File: src/rtl/ap_hs_launcher_if.sv
// Control-side bundle between the ap_ctrl_hs launcher, its host and the HLS kernel.
// Latency: none (wires only).
// Backpressure: cmd_valid/cmd_ready on the command side, res_valid/res_ready on the result side.
//
// Ports (signals):
//   cmd_valid/cmd_ready/cmd_runs/cmd_alpha/cmd_beta : command from host
//   alpha/beta/ap_start                             : launcher -> kernel
//   ap_ready/ap_done/ap_idle                        : kernel -> launcher
//   res_valid/res_ready/res_latency/res_run_idx/res_timeout : per-run result to host
//   busy/err_spurious                               : status
// modport master = launcher side; modport slave = host + kernel side.
interface ap_hs_launcher_if #(
  parameter int CNT_W  = 32,
  parameter int RUNS_W = 16
);
  logic              cmd_valid;
  logic              cmd_ready;
  logic [RUNS_W-1:0] cmd_runs;
  logic [31:0]       cmd_alpha;
  logic [31:0]       cmd_beta;
  logic [31:0]       alpha;
  logic [31:0]       beta;
  logic              ap_start;
  logic              ap_ready;
  logic              ap_done;
  logic              ap_idle;
  logic              res_valid;
  logic              res_ready;
  logic [CNT_W-1:0]  res_latency;
  logic [RUNS_W-1:0] res_run_idx;
  logic              res_timeout;
  logic              busy;
  logic              err_spurious;

  modport master (
    input  cmd_valid, cmd_runs, cmd_alpha, cmd_beta,
    input  ap_ready, ap_done, ap_idle, res_ready,
    output cmd_ready, alpha, beta, ap_start,
    output res_valid, res_latency, res_run_idx, res_timeout,
    output busy, err_spurious
  );

  modport slave (
    output cmd_valid, cmd_runs, cmd_alpha, cmd_beta,
    output ap_ready, ap_done, ap_idle, res_ready,
    input  cmd_ready, alpha, beta, ap_start,
    input  res_valid, res_latency, res_run_idx, res_timeout,
    input  busy, err_spurious
  );
endinterface

File: src/rtl/ap_hs_launcher.sv
// Initiator for the ap_ctrl_hs block handshake: launches cmd_runs kernel runs, one result record per run.
// Latency: ap_start rises the cycle after command accept / result handshake; record valid the cycle after ap_done.
// Backpressure: cmd_ready only in IDLE; a result held by res_ready=0 stalls the next launch.
//
// Ports:
//   ap_clk   : clock, rising edge
//   ap_rst_n : asynchronous active-low reset (deassertion expected synchronous to ap_clk)
//   bus      : ap_hs_launcher_if.master -- command, kernel ap_* controls, result record, status
module ap_hs_launcher #(
  parameter int CNT_W   = 32,
  parameter int RUNS_W  = 16,
  parameter int TIMEOUT = 1000000
) (
  input  logic               ap_clk,
  input  logic               ap_rst_n,
  ap_hs_launcher_if.master   bus
);

  typedef enum logic [1:0] {
    S_IDLE       = 2'd0,
    S_WAIT_START = 2'd1,
    S_WAIT_DONE  = 2'd2,
    S_REPORT     = 2'd3
  } state_t;

  localparam logic [CNT_W-1:0] LP_TIMEOUT = CNT_W'(TIMEOUT);
  localparam logic [CNT_W-1:0] LP_LAT_MAX = '1;

  state_t            r_state, w_state_nxt;
  logic [31:0]       r_alpha, w_alpha_nxt;
  logic [31:0]       r_beta, w_beta_nxt;
  logic [RUNS_W-1:0] r_runs, w_runs_nxt;
  logic [RUNS_W-1:0] r_run_idx, w_run_idx_nxt;
  // r_lat counts the current run including the current cycle; it freezes in REPORT
  // and doubles as the res_latency field.
  logic [CNT_W-1:0]  r_lat, w_lat_nxt, w_lat_inc;
  logic              r_timeout, w_timeout_nxt;
  logic              r_err, w_err_nxt;
  logic              r_ap_start, r_res_valid, r_busy;
  logic              w_last_run, w_watchdog;
  logic              w_unused_idle;

  assign w_lat_inc     = (r_lat == LP_LAT_MAX) ? r_lat : r_lat + CNT_W'(1);
  assign w_last_run    = (r_run_idx == r_runs - RUNS_W'(1));
  assign w_watchdog    = (r_lat >= LP_TIMEOUT);
  // ap_idle is status only; nothing in the sequencing depends on it.
  assign w_unused_idle = bus.ap_idle;

  always_ff @(posedge ap_clk or negedge ap_rst_n) begin
    if (!ap_rst_n) begin
      r_state <= S_IDLE;
    end else begin
      r_state <= w_state_nxt;
    end
  end

  always_comb begin
    w_state_nxt   = r_state;
    w_alpha_nxt   = r_alpha;
    w_beta_nxt    = r_beta;
    w_runs_nxt    = r_runs;
    w_run_idx_nxt = r_run_idx;
    w_lat_nxt     = r_lat;
    w_timeout_nxt = r_timeout;
    w_err_nxt     = r_err;

    unique case (r_state)
      S_IDLE: begin
        if (bus.cmd_valid) begin
          w_alpha_nxt   = bus.cmd_alpha;
          w_beta_nxt    = bus.cmd_beta;
          w_runs_nxt    = bus.cmd_runs;
          w_run_idx_nxt = '0;
          w_err_nxt     = 1'b0;
          if (bus.cmd_runs != '0) begin
            w_lat_nxt     = CNT_W'(1);
            w_timeout_nxt = 1'b0;
            w_state_nxt   = S_WAIT_START;
          end
        end
      end

      S_WAIT_START: begin
        // ap_done alone implies the inputs were consumed as well.
        if (bus.ap_done) begin
          w_state_nxt = S_REPORT;
        end else if (w_watchdog) begin
          w_timeout_nxt = 1'b1;
          w_state_nxt   = S_REPORT;
        end else begin
          w_lat_nxt = w_lat_inc;
          if (bus.ap_ready) begin
            w_state_nxt = S_WAIT_DONE;
          end
        end
      end

      S_WAIT_DONE: begin
        if (bus.ap_done) begin
          w_state_nxt = S_REPORT;
        end else if (w_watchdog) begin
          w_timeout_nxt = 1'b1;
          w_state_nxt   = S_REPORT;
        end else begin
          w_lat_nxt = w_lat_inc;
        end
      end

      S_REPORT: begin
        if (bus.res_ready) begin
          if (r_timeout || w_last_run) begin
            w_state_nxt = S_IDLE;
          end else begin
            w_run_idx_nxt = r_run_idx + RUNS_W'(1);
            w_lat_nxt     = CNT_W'(1);
            w_state_nxt   = S_WAIT_START;
          end
        end
      end
    endcase

    // A done pulse while no run is outstanding is flagged; it wins over the clear
    // on a command accepted in the same cycle.
    if (bus.ap_done && (r_state == S_IDLE || r_state == S_REPORT)) begin
      w_err_nxt = 1'b1;
    end
  end

  always_ff @(posedge ap_clk or negedge ap_rst_n) begin
    if (!ap_rst_n) begin
      r_alpha     <= '0;
      r_beta      <= '0;
      r_runs      <= '0;
      r_run_idx   <= '0;
      r_lat       <= '0;
      r_timeout   <= 1'b0;
      r_err       <= 1'b0;
      r_ap_start  <= 1'b0;
      r_res_valid <= 1'b0;
      r_busy      <= 1'b0;
    end else begin
      r_alpha     <= w_alpha_nxt;
      r_beta      <= w_beta_nxt;
      r_runs      <= w_runs_nxt;
      r_run_idx   <= w_run_idx_nxt;
      r_lat       <= w_lat_nxt;
      r_timeout   <= w_timeout_nxt;
      r_err       <= w_err_nxt;
      r_ap_start  <= (w_state_nxt == S_WAIT_START);
      r_res_valid <= (w_state_nxt == S_REPORT);
      r_busy      <= (w_state_nxt != S_IDLE);
    end
  end

  assign bus.cmd_ready    = (r_state == S_IDLE);
  assign bus.alpha        = r_alpha;
  assign bus.beta         = r_beta;
  assign bus.ap_start     = r_ap_start;
  assign bus.res_valid    = r_res_valid;
  assign bus.res_latency  = r_lat;
  assign bus.res_run_idx  = r_run_idx;
  assign bus.res_timeout  = r_timeout;
  assign bus.busy         = r_busy;
  assign bus.err_spurious = r_err;

endmodule
File: src/flat_wrapper.sv
// flat-port wrapper written by rule: the top's interface ports become plain ports
module ap_hs_launcher_flat 
#(
  parameter int CNT_W   = 32,
  parameter int RUNS_W  = 16,
  parameter int TIMEOUT = 1000000
)
  (ap_clk, ap_rst_n, bus_cmd_valid, bus_cmd_runs, bus_cmd_alpha, bus_cmd_beta, bus_ap_ready, bus_ap_done, bus_ap_idle, bus_res_ready, bus_cmd_ready, bus_alpha, bus_beta, bus_ap_start, bus_res_valid, bus_res_latency, bus_res_run_idx, bus_res_timeout, bus_busy, bus_err_spurious);
  ap_hs_launcher_if #(.CNT_W(CNT_W), .RUNS_W(RUNS_W)) bus_i ();
  input  logic ap_clk;
  input  logic ap_rst_n;
  input wire logic [$bits(bus_i.cmd_valid)-1:0] bus_cmd_valid;
  input wire logic [$bits(bus_i.cmd_runs)-1:0] bus_cmd_runs;
  input wire logic [$bits(bus_i.cmd_alpha)-1:0] bus_cmd_alpha;
  input wire logic [$bits(bus_i.cmd_beta)-1:0] bus_cmd_beta;
  input wire logic [$bits(bus_i.ap_ready)-1:0] bus_ap_ready;
  input wire logic [$bits(bus_i.ap_done)-1:0] bus_ap_done;
  input wire logic [$bits(bus_i.ap_idle)-1:0] bus_ap_idle;
  input wire logic [$bits(bus_i.res_ready)-1:0] bus_res_ready;
  output wire logic [$bits(bus_i.cmd_ready)-1:0] bus_cmd_ready;
  output wire logic [$bits(bus_i.alpha)-1:0] bus_alpha;
  output wire logic [$bits(bus_i.beta)-1:0] bus_beta;
  output wire logic [$bits(bus_i.ap_start)-1:0] bus_ap_start;
  output wire logic [$bits(bus_i.res_valid)-1:0] bus_res_valid;
  output wire logic [$bits(bus_i.res_latency)-1:0] bus_res_latency;
  output wire logic [$bits(bus_i.res_run_idx)-1:0] bus_res_run_idx;
  output wire logic [$bits(bus_i.res_timeout)-1:0] bus_res_timeout;
  output wire logic [$bits(bus_i.busy)-1:0] bus_busy;
  output wire logic [$bits(bus_i.err_spurious)-1:0] bus_err_spurious;
  assign bus_i.cmd_valid = bus_cmd_valid;
  assign bus_i.cmd_runs = bus_cmd_runs;
  assign bus_i.cmd_alpha = bus_cmd_alpha;
  assign bus_i.cmd_beta = bus_cmd_beta;
  assign bus_i.ap_ready = bus_ap_ready;
  assign bus_i.ap_done = bus_ap_done;
  assign bus_i.ap_idle = bus_ap_idle;
  assign bus_i.res_ready = bus_res_ready;
  assign bus_cmd_ready = bus_i.cmd_ready;
  assign bus_alpha = bus_i.alpha;
  assign bus_beta = bus_i.beta;
  assign bus_ap_start = bus_i.ap_start;
  assign bus_res_valid = bus_i.res_valid;
  assign bus_res_latency = bus_i.res_latency;
  assign bus_res_run_idx = bus_i.res_run_idx;
  assign bus_res_timeout = bus_i.res_timeout;
  assign bus_busy = bus_i.busy;
  assign bus_err_spurious = bus_i.err_spurious;
  ap_hs_launcher #(.CNT_W(CNT_W), .RUNS_W(RUNS_W), .TIMEOUT(TIMEOUT)) u_core (.ap_clk(ap_clk), .ap_rst_n(ap_rst_n), .bus(bus_i));
endmodule
File: config.mk
export PLATFORM = sky130hd
export DESIGN_NAME = ap_hs_launcher_flat
export DESIGN_NICKNAME = d
export VERILOG_FILES = /design/src/rtl/ap_hs_launcher_if.sv /design/src/rtl/ap_hs_launcher.sv /design/src/flat_wrapper.sv
export SDC_FILE = /design/constraint.sdc
export NUM_CORES = 1
export LEC_CHECK = 0
export ABC_AREA = 0
export BUFFER_PORTS_ARGS = -buffer_cell sky130_fd_sc_hd__clkbuf_2
export CAP_MARGIN = 20
export CORE_MARGIN = 4
export CORE_UTILIZATION = 40
export CTS_CLUSTER_DIAMETER = 150
export DETAILED_ROUTE_END_ITERATION = 12
export PLACE_DENSITY_LB_ADDON = 0.25
export SLEW_MARGIN = 5
export SYNTH_ARGS = -nofsm -noshare
export SYNTH_HDL_FRONTEND = slang
export SYNTH_SLANG_ARGS = --single-unit
File: constraint.sdc
create_clock -name ap_clk -period 8.6 [get_ports ap_clk]
set_input_delay 1.72 -clock ap_clk [delete_from_list [all_inputs] [get_ports ap_clk]]
set_output_delay 1.72 -clock ap_clk [all_outputs]
set_load 0.01 [all_outputs]
==> flow_metrics.py, run 1 <==
metrics = {
    "run_status": {
        "status": "finished, final reports clean",
    },
    "drt": {
        "num_vias": 5292,
        "first_pass_iters": 4,
        "wire_per_inst_um": 17.26,
        "drt_first_iter_violations": 297,
        "drc": 0,
        "viasPerCell": 5.303,
        "routed_wl_mm": 17.23,
        "ant_nets": 0,
    },
    "worst_setup_path": {
        "path_class": "input pin to flop",
        "rr_startpoint": "u_core.r_runs[2]$_DFFE_PN0P_",
        "rr_endpoint": "u_core.bus.res_latency[15]$_DFFE_PN0P_",
        "crit_arrival_ns": 4.27,
        "startpoint": "bus_cmd_runs[2]",
        "crit_path_end": "u_core.bus.res_latency[16]$_DFFE_PN0P_",
        "crit_path_start_kind": "input pin",
        "r2r_cells": 8,
        "r2r_slack_ns": 4.86,
        "crit_path_end_kind": "flop",
        "crit_required_ns": 8.95,
        "cp_max_fo": 28,
    },
    "cts": {
        "cts_tree": "built",
        "clk-insertion-delay-late_ns": 0.42,
        "cts.sink_count": 135,
        "cts_hold_buf": 0,
        "cts_made_buffers": 17,
        "htreeDepth": 4,
        "ctsResizeCount": 0,
        "ctsRootBufferMaster": "clkbuf_16",
        "path_clk_slew_ns": 0.06,
        "cts_setup_buffers": 0,
        "cts_buffer_depth": 2,
    },
    "synth": {
        "synthCells": 570,
        "ys_warn_count": 0,
        "synth_top_area_share": 0.5203,
        "synth-async-reset-ratio": 1.000,
        "synth_cell_types": 56,
        "synth_flop_cell": "dfrtp_1",
        "yosysTopAreaCell": "dfrtp_1",
        "synth_edf_count": 0,
        "synth_area_leaders": "dfrtp_1 (52%), mux2_2 (14%), a21oi_1 (2.5%)",
        "synthesis.area_um2": 6492,
        "ys_ff_latch": 135,
        "synthesis.nets": 665,
        "avgSynthCellArea_um2": 11.39,
        "synth.yosys.seq_area_share": 0.5203,
    },
    "pwr": {
        "power_density_nw_per_um2": 345.0,
        "ir_drop_mv": 0.1850,
        "p_leak_nw": 3.837,
    },
    "placed_design": {
        "dp_hpwl_mm": 12.57,
        "io_buffer_count": 203,
        "pre_cts_slack_ns": 4.279,
        "place_congestion": 0.8119,
    },
    "floorplanning": {
        "die_y_um": 135.4,
        "chipWidth_um": 135.4,
        "start_util": 0.4087,
        "io_pins": 205,
        "row_count": 46,
        "die_area_um2": 18330,
        "core_area_um2": 15890,
    },
    "timing": {
        "clock_skew_ns": 0.007017,
        "setup_viol": 0,
        "finalHoldViolations": 0,
        "worstMarginPinSlew_ns": 0.9522,
        "max_freq_mhz": 254.6,
        "finalCriticalPeriod_ns": 3.928,
        "rsz0062_at_grt": "false",
        "setup_ws_ns": 4.672,
        "maxSlewHeadroom": 0.3562,
        "tns_ns": 0,
        "period_share": 0.4567,
        "slew_viol_final": 0,
    },
    "layout": {
        "postLayoutCoreUtil": 0.5193,
        "final_nets": 864,
        "drive_above_1_share": 0.4182,
        "synthToLayoutAreaGrowth_pct": 27.06,
        "antennaDiodeCount": 0,
    },
    "global_routing": {
        "grt_max_degree": 84,
        "antenna_found_initial": 0,
        "overflow": 0,
        "grtUsageTotal": 0.1943,
        "grt_pass1_wl_mm": 28.26,
        "grt_pass1_vias": 5590,
    },
    "hold_path": {
        "hold_class": "flop to flop",
    },
    "run": {
        "maxCapViolations": 0,
    },
}
==> cell families after synthesis <==
kind of cell | Yosys count | synth area share
multiplexers | 82 | 0.1418
XOR/XNOR | 23 | 0.03315
AND/OR/NAND/NOR | 178 | 0.1557
buffers and inverters | 44 | 0.03160
flip-flops | 135 | 0.5203
AO/OA/AOI/OAI | 100 | 0.1019
adder cells (fa/ha/maj) | 8 | 0.01542
==> worst min-delay path by stage <==
stage | endpoint | depth (start not counted) | start
2_1_floorplan | u_core.r_runs[15]$_DFFE_PN0P_ | 1 | u_core.r_runs[15]$_DFFE_PN0P_
3_3_place_gp | u_core.bus.alpha[3]$_DFFE_PN0P_ | 1 | u_core.bus.alpha[3]$_DFFE_PN0P_
3_5_place_dp | u_core.bus.beta[20]$_DFFE_PN0P_ | 1 | u_core.bus.beta[20]$_DFFE_PN0P_
4_1_cts | u_core.bus.beta[20]$_DFFE_PN0P_ | 1 | u_core.bus.beta[20]$_DFFE_PN0P_
5_1_grt | u_core.bus.beta[22]$_DFFE_PN0P_ | 1 | u_core.bus.beta[22]$_DFFE_PN0P_
6_report | u_core.bus.beta[20]$_DFFE_PN0P_ | 1 | u_core.bus.beta[20]$_DFFE_PN0P_
==> layout make-up <==
class                      instances  area [um2]
clock buffer                      21       450.4
tap                              216       270.3
timing repair buffer             206        1065
fill                            1471        7636
clock inverter                    11       101.3
inverter                          18       67.56
sequential                       135        3378
multi-input combinational        391        2917
==> power breakdown <==
part | switching (mW) | internal [mW] | total [mW]
sequential | 0.216 | 0.868 | 1.08
clock | 0.280 | 0.405 | 0.685
combinational | 0.582 | 0.495 | 1.08
total | 1.08 | 1.77 | 2.85
==> state kept, by name, summed over array words and instances (netlist names) <==
signal / count
u_core.bus.alpha: 32
u_core.bus.ap_start: 1
u_core.bus.beta: 32
u_core.bus.busy: 1
u_core.bus.err_spurious: 1
u_core.bus.res_latency: 32
u_core.bus.res_run_idx: 16
u_core.bus.res_timeout: 1
u_core.bus.res_valid: 1
u_core.r_runs: 16
u_core.r_state: 2
==> worst max-delay path: stages <==
cell and delay [ns]:
clkbuf_2 0.09, nor4_1 0.42, nand4_1 0.21, a21boi_0 0.45, a21o_1 0.16, or2b_1 0.17, or3_1 0.66, o21ai_0 0.22
a21oi_1 0.16
==> cell usage after synthesis (all sizes together), types with 5 or more instances <==
library cell  instances
and3                  5
buf                   8
nor2b                10
clkbuf               18
a21oi                32
o31ai                18
a31oi                 6
nor2                 26
or3                   8
ha                    8
mux2                 80
xnor2                18
nor4                 14
or4                  20
dfrtp               135
nand2b                6
nand4                10
o21ai                15
nand3                20
inv                  18
nand2                33
nor3                 10
==> through the flow <==
step	hold WS (ns)	instances	area (um2)	power [mW]
after global routing	0.5250	998	8249	3.041
after CTS	0.5055	997	8222	2.873
after floorplan	0.4995	570	6492	1.785
after global placement	0.4863	965	7670	2.122
after detailed placement	0.4925	965	7670	2.172
final	0.5028	998	8249	2.846
==> cells in the final DEF, fill, tap and decap left out, types with 4 or more instances in the layout <==
| master | count |
|---|---|
| or3_1 | 8 |
| nor2b_1 | 10 |
| mux2_2 | 80 |
| nand3_1 | 20 |
| nand2b_1 | 6 |
| clkbuf_16 | 17 |
| inv_1 | 18 |
| nand4_1 | 8 |
| a21o_1 | 4 |
| clkbuf_2 | 202 |
| nor2_1 | 26 |
| ha_1 | 8 |
| clkinvlp_4 | 4 |
| o211ai_1 | 4 |
| o31ai_1 | 18 |
| a21oi_1 | 32 |
| nand2_1 | 32 |
| xnor2_1 | 18 |
| or4_1 | 18 |
| and3_1 | 5 |
| dfrtp_1 | 135 |
| nor4_1 | 13 |
| nor3_1 | 10 |
| xor2_1 | 4 |
| a31oi_1 | 6 |
| o21ai_0 | 15 |
==> routing by layer <==
layer	track usage	part of all wire	routed length, um
met2	0.3186	0.49	8500
met4	0.07055	0.022	386
met3	0.06798	0.070	1213
met1	0.2380	0.41	7125
met5	0	0	0
Note: power is estimated with default switching activity, not from simulation.
==> inputs of run 2 (changes only) <==
Settings changed: ABC_AREA 0 to 1.
Clock period 8.6 ns to 3.7 ns, I/O delays scaled along.
==> run 2 against run 1 <==
- flip-flop and latch count unchanged
- clock power grew to 2.5 times the previous value
- via count increased by 22%
- synthesized area is 7.6% higher
- largest power group is now combinational logic
==> flow_metrics.py, run 2 <==
metrics = {
    "timing": {
        "period_share": 0.6948,
        "clock_skew_ns": 0.009573,
        "maxSlewHeadroom": 0.3746,
        "max_freq_mhz": 389.0,
        "tns_ns": 0,
        "slew_viol_final": 0,
        "worstMarginPinSlew_ns": 0.9381,
        "setup_ws_ns": 1.129,
        "setup_viol": 0,
        "rsz0062_at_grt": "false",
        "finalCriticalPeriod_ns": 2.571,
        "finalHoldViolations": 0,
    },
    "cts": {
        "ctsResizeCount": 0,
        "cts_tree": "built",
        "path_clk_slew_ns": 0.06,
        "clk-insertion-delay-late_ns": 0.42,
        "cts_setup_buffers": 0,
        "cts.sink_count": 135,
        "cts_buffer_depth": 2,
        "htreeDepth": 4,
        "cts_hold_buf": 0,
        "cts_made_buffers": 17,
        "ctsRootBufferMaster": "clkbuf_16",
    },
    "pwr": {
        "p_switching_mw": 2.612,
        "pwr-share-clk": 0.269,
        "power_density_nw_per_um2": 730.1,
        "switching_share": 0.4060,
        "p_int_mw": 3.822,
        "combinationalPowerShare": 0.374,
        "p_leak_nw": 4.864,
        "p_total_mw": 6.434,
        "seqPwrFrac": 0.357,
        "ir_drop_mv": 0.3914,
    },
    "synth": {
        "synth_top_area_share": 0.4836,
        "yosysTopAreaCell": "dfrtp_1",
        "synth_flop_cell": "dfrtp_1",
        "synth_cell_types": 33,
        "synth_edf_count": 0,
        "ys_ff_latch": 135,
        "yosysMostFrequentCell": "nand2_1",
        "synth_area_leaders": "dfrtp_1 (48%), nand2_1 (21%), inv_1 (4.5%)",
        "synth.yosys.seq_area_share": 0.4836,
        "synthCells": 929,
        "yosys-top-cells-count": "nand2_1 (400), dfrtp_1 (135), inv_1 (84)",
        "synth-async-reset-ratio": 1.000,
        "ys_warn_count": 0,
        "avgSynthCellArea_um2": 7.519,
        "synthesis.area_um2": 6985,
        "synthesis.nets": 1024,
    },
    "floorplanning": {
        "chipWidth_um": 140.2,
        "start_util": 0.4067,
        "die_y_um": 140.2,
        "core_area_um2": 17180,
        "row_count": 48,
        "die_area_um2": 19640,
        "io_pins": 205,
    },
    "layout": {
        "n_fill_cell": 1693,
        "final_common_cell": "nand2_1",
        "drive_above_1_share": 0.2364,
        "synthToLayoutAreaGrowth_pct": 26.15,
        "final_nets": 1224,
        "final_cell_mix": "nand2_1 (399), clkbuf_2 (202), dfrtp_1 (135)",
    },
    "drt": {
        "first_pass_iters": 5,
        "dr_wl_met2_mm": 9.014,
        "top_layer_used": "met4",
        "drt_first_iter_violations": 412,
        "wire_per_inst_um": 13.83,
        "viasPerCell": 4.707,
        "routed_wl_mm": 18.95,
        "drc": 0,
        "wl_met3_mm": 1.277,
        "num_vias": 6449,
        "ant_nets": 0,
        "met1_length_mm": 8.344,
    },
    "global_routing": {
        "grtUsageTotal": 0.1964,
        "grt_pass1_wl_mm": 31.39,
        "overflow": 0,
        "antenna_found_initial": 3,
        "grt_max_degree": 97,
        "grt_pass1_vias": 6299,
    },
    "placed_design": {
        "dp_hpwl_mm": 13.75,
        "io_buffer_count": 203,
        "place_congestion": 0.8989,
        "pre_cts_slack_ns": 1.105,
    },
    "worst_setup_path": {
        "cp_max_fo": 32,
        "crit_path_end_kind": "flop",
        "rr_startpoint": "u_core.r_runs[0]$_DFFE_PN0P_",
        "crit_arrival_ns": 2.87,
        "startpoint": "u_core.r_runs[0]$_DFFE_PN0P_",
        "path_class": "flop to flop",
        "crit_path_start_kind": "flop",
        "crit_required_ns": 4.00,
        "r2r_slack_ns": 1.13,
    },
    "run": {
        "maxCapViolations": 0,
    },
    "run_status": {
        "status": "finished, final reports clean",
    },
    "hold_path": {
        "hold_class": "input pin to asynchronous set/reset pin",
    },
}
run 2: worst paths after layout:
kind / to / depth (start not counted)
max in group asynchronous: u_core.bus.res_run_idx[7]$_DFFE_PN0P_ / 2
setup reg to reg: u_core.bus.res_latency[14]$_DFFE_PN0P_ / 17
min in group ap_clk: u_core.bus.beta[18]$_DFFE_PN0P_ / 2
hold / removal: u_core.bus.res_run_idx[13]$_DFFE_PN0P_ / 1
setup / recovery: u_core.bus.res_latency[14]$_DFFE_PN0P_ / 17
hold reg to reg: u_core.bus.beta[18]$_DFFE_PN0P_ / 2
run 2: kinds of logic (layout without fill, tap and decap cells):
group	after synthesis	in the layout	share of synthesized area
AND/OR/NAND/NOR	581	581	0.3523
other	0	3	0
buffers and inverters	122	335	0.07183
flip-flops	135	135	0.4836
adder cells (fa/ha/maj)	8	8	0.01433
AO/OA/AOI/OAI	50	50	0.03654
XOR/XNOR	33	33	0.04138
run 2: cell type report:
cell class	instances	area [um2]	share of cell area
antenna	3	7.507	0.0008519
clock buffer	18	439.2	0.04984
clock inverter	14	162.7	0.01846
inverter	90	337.8	0.03834
multi-input combinational	672	3108	0.3527
sequential	135	3378	0.3834
tap	225	281.5	0.03195
timing repair buffer	213	1097	0.1245
run 2: metal layers:
layer	track usage	vias to the layer above
met5	0	-
met4	0.06170	0
met3	0.06043	19
met2	0.3256	175
met1	0.2464	2957
li1	-	3298
run 2: power by group through the flow:
| stage | clock network [mW] | registers, mW | logic [mW] |
|---|---|---|---|
| finish | 1.73 | 2.30 | 2.41 |
| global route | 1.84 | 2.36 | 2.74 |
| CTS | 1.77 | 2.30 | 2.45 |
| detailed placement | 0 | 2.30 | 2.45 |
| global placement | 0 | 2.30 | 2.40 |
| floorplan | 0 | 2.43 | 1.49 |
run 2: through the flow:
| stage | hold WS (ns) | area (um2) | cells | util |
|---|---|---|---|---|
| final | 0.3917 | 8812 | 1370 | 0.5130 |
| after CTS | 0.4430 | 8805 | 1367 | 0.5126 |
| after detailed placement | 0.4640 | 8203 | 1335 | 0.4776 |
| after global placement | 0.4624 | 8203 | 1335 | 0.4776 |
| after global routing | 0.4717 | 8812 | 1370 | 0.5130 |
| after floorplan | 0.4444 | 6985 | 929 | - |
run 2: worst max-delay path, stage by stage, from the launching register on:
cell and delay [ns]:
dfrtp_1 0.39, inv_1 0.17, ha_1 0.23, nand2_2 0.12
nor2_4 0.19, nand2_1 0.08, nand2_1 0.06, nand2_1 0.04
inv_1 0.05, nor2_1 0.03, nand2_1 0.04, nor2_1 0.05
nand2_1 0.11, nand2_2 0.07, nand2_4 0.23, nand3_4 0.36
nand2_1 0.15, nand2_1 0.07
==> inputs of run 3 (changes only) <==
Clock period 3.7 ns to 2.5 ns, I/O delays scaled along.
==> run 3 against run 2 <==
- via count grew 0.36%
- register-to-register slack lost 0.87 ns
- routed wire length shrank 0.41%
- first-iteration DRC count shrank 10%
- worst hold slack lost 0.35 ns
- critical path depth shrank 1
- core utilization grew 0.13 points
- critical path type unchanged
- largest cell class unchanged
==> flow_metrics.py, run 3 (same netlist as run 2, synthesis figures left out) <==
metrics = {
    "worst_setup_path": {
        "cp_common_cell": "nand2_1",
        "crit_arrival_ns": 2.54,
        "crit_path_start_kind": "flop",
        "crit_chain": "nor2_1 > nand2_1 > nor2_4 > nand2_1 > nand2_1 > nand2_1 > nand2_1 > inv_1 > nand2_1 > nor2_1 > nand2_1 > nand2_2 > nand2_4 > nand3_4 > nand2_1 > nand2_1",
        "cp_max_fo": 32,
        "path_class": "flop to flop",
        "cp_slowest_cell": "dfrtp_1",
        "crit_path_end_kind": "flop",
        "crit_required_ns": 2.80,
        "path_buf_inv": 1,
        "critPathTopFamily": "simple AND/OR/NAND/NOR gates",
        "worst_path_largest_cell_delay_ns": 0.42,
    },
    "cts": {
        "ctsRootBufferMaster": "clkbuf_16",
        "htreeDepth": 4,
        "cts_buffer_depth": 2,
        "cts_hold_buf": 0,
        "cts_made_buffers": 17,
        "path_clk_slew_ns": 0.07,
        "cts_tree": "built",
        "ctsResizeCount": 0,
        "cts.sink_count": 135,
        "cts_setup_buffers": 0,
        "clk-insertion-delay-late_ns": 0.42,
    },
    "drt": {
        "ant_nets": 0,
        "num_vias": 6472,
        "viasPerCell": 4.714,
        "routed_wl_mm": 18.87,
        "first_pass_iters": 6,
        "drt_first_iter_violations": 371,
        "drc": 0,
        "wire_per_inst_um": 13.74,
    },
    "timing": {
        "rsz0062_at_grt": "true",
        "period_share": 0.8968,
        "clock_skew_ns": 0.01047,
        "finalCriticalPeriod_ns": 2.242,
        "slew_viol_final": 0,
        "maxSlewHeadroom": 0.6278,
        "setup_ws_ns": 0.2581,
        "worstMarginPinSlew_ns": 0.5583,
        "max_freq_mhz": 446.1,
        "setup_viol": 0,
        "finalHoldViolations": 0,
    },
    "placed_design": {
        "place_congestion": 0.8956,
        "pre_cts_slack_ns": 0.2244,
        "io_buffer_count": 203,
        "postPlaceCellArea_um2": 8250,
        "dp_hpwl_mm": 13.92,
    },
    "layout": {
        "synthToLayoutAreaGrowth_pct": 26.47,
        "n_fill_cell": 1688,
        "drive_above_1_share": 0.2384,
        "final_common_cell": "nand2_1",
        "final_cell_mix": "nand2_1 (399), clkbuf_2 (202), dfrtp_1 (135)",
        "fin_area_um2": 8835,
        "final_nets": 1227,
    },
    "run": {
        "maxCapViolations": 0,
    },
    "floorplanning": {
        "row_count": 48,
        "core_area_um2": 17180,
        "io_pins": 205,
        "chipWidth_um": 140.2,
        "start_util": 0.4067,
        "die_y_um": 140.2,
        "die_area_um2": 19640,
    },
    "global_routing": {
        "grt_pass1_vias": 6239,
        "grt_max_degree": 60,
        "grtUsageTotal": 0.1939,
        "antenna_found_initial": 3,
        "overflow": 0,
        "grt_pass1_wl_mm": 31.08,
    },
    "run_status": {
        "status": "finished, final reports clean",
    },
    "hold_path": {
        "hold_class": "input pin to asynchronous set/reset pin",
    },
    "pwr": {
        "ir_drop_mv": 0.5845,
        "p_leak_nw": 4.888,
        "power_density_nw_per_um2": 1071,
    },
}
run 3: cell count changes in the layout (fill, tap and decap cells not counted), sizes merged:
cell      previous run  this run
clkinvlp             4         1
bufinv               2         0
inv                 96       101
clkinv               2         3
clkbuf             220       219
buf                 11        14
run 3: power by group:
part | internal, mW | switching [mW]
sequential | 2.88 | 0.536
clock | 1.34 | 1.12
combinational | 1.28 | 2.31
run 3: area by class of cell:
| type | instances | area (um2) | area share |
|---|---|---|---|
| Clock buffer | 17 | 425.4 | 0.04815 |
| Inverter | 90 | 337.8 | 0.03824 |
| Multi-Input combinational cell | 672 | 3108 | 0.3518 |
| Antenna cell | 3 | 7.507 | 0.0008497 |
| Timing Repair Buffer | 216 | 1145 | 0.1296 |
| Clock inverter | 15 | 151.4 | 0.01714 |
| Tap cell | 225 | 281.5 | 0.03187 |
| Sequential cell | 135 | 3378 | 0.3824 |
run 3: through the flow:
stage            util  TNS [ns]  cells  hold WS [ns]  power, mW
5_1_grt        0.5144   -0.2543   1373       0.06757      10.18
6_report       0.5144         0   1373       0.04273      9.460
3_5_place_dp   0.4803         0   1338        0.4640      7.065
2_1_floorplan       -         0    929        0.2044      5.800
4_1_cts        0.5139         0   1370       0.06003      9.560
3_3_place_gp   0.4803         0   1338        0.4625      6.992
run 3: final timing paths:
path / start / slack [ns] / cells past startpoint / endpoint
min in group ap_clk: bus_cmd_alpha[3] / 0.27 / 3 / u_core.bus.alpha[3]$_DFFE_PN0P_
setup / recovery: u_core.r_runs[5]$_DFFE_PN0P_ / 0.26 / 16 / u_core.bus.res_latency[4]$_DFFE_PN0P_
hold reg to reg: u_core.bus.beta[25]$_DFFE_PN0P_ / 0.48 / 2 / u_core.bus.beta[25]$_DFFE_PN0P_
max in group asynchronous: ap_rst_n / 1.68 / 2 / u_core.bus.res_run_idx[9]$_DFFE_PN0P_
setup reg to reg: u_core.r_runs[5]$_DFFE_PN0P_ / 0.26 / 16 / u_core.bus.res_latency[4]$_DFFE_PN0P_
hold / removal: ap_rst_n / 0.04 / 1 / u_core.bus.beta[18]$_DFFE_PN0P_
run 3: routing by layer:
metal	global-route usage	wire length (um)	share of wire
met5	0	0	0
met1	0.2487	8257	0.44
met4	0.06017	369	0.020
met3	0.06248	1293	0.069
met2	0.3133	8948	0.47
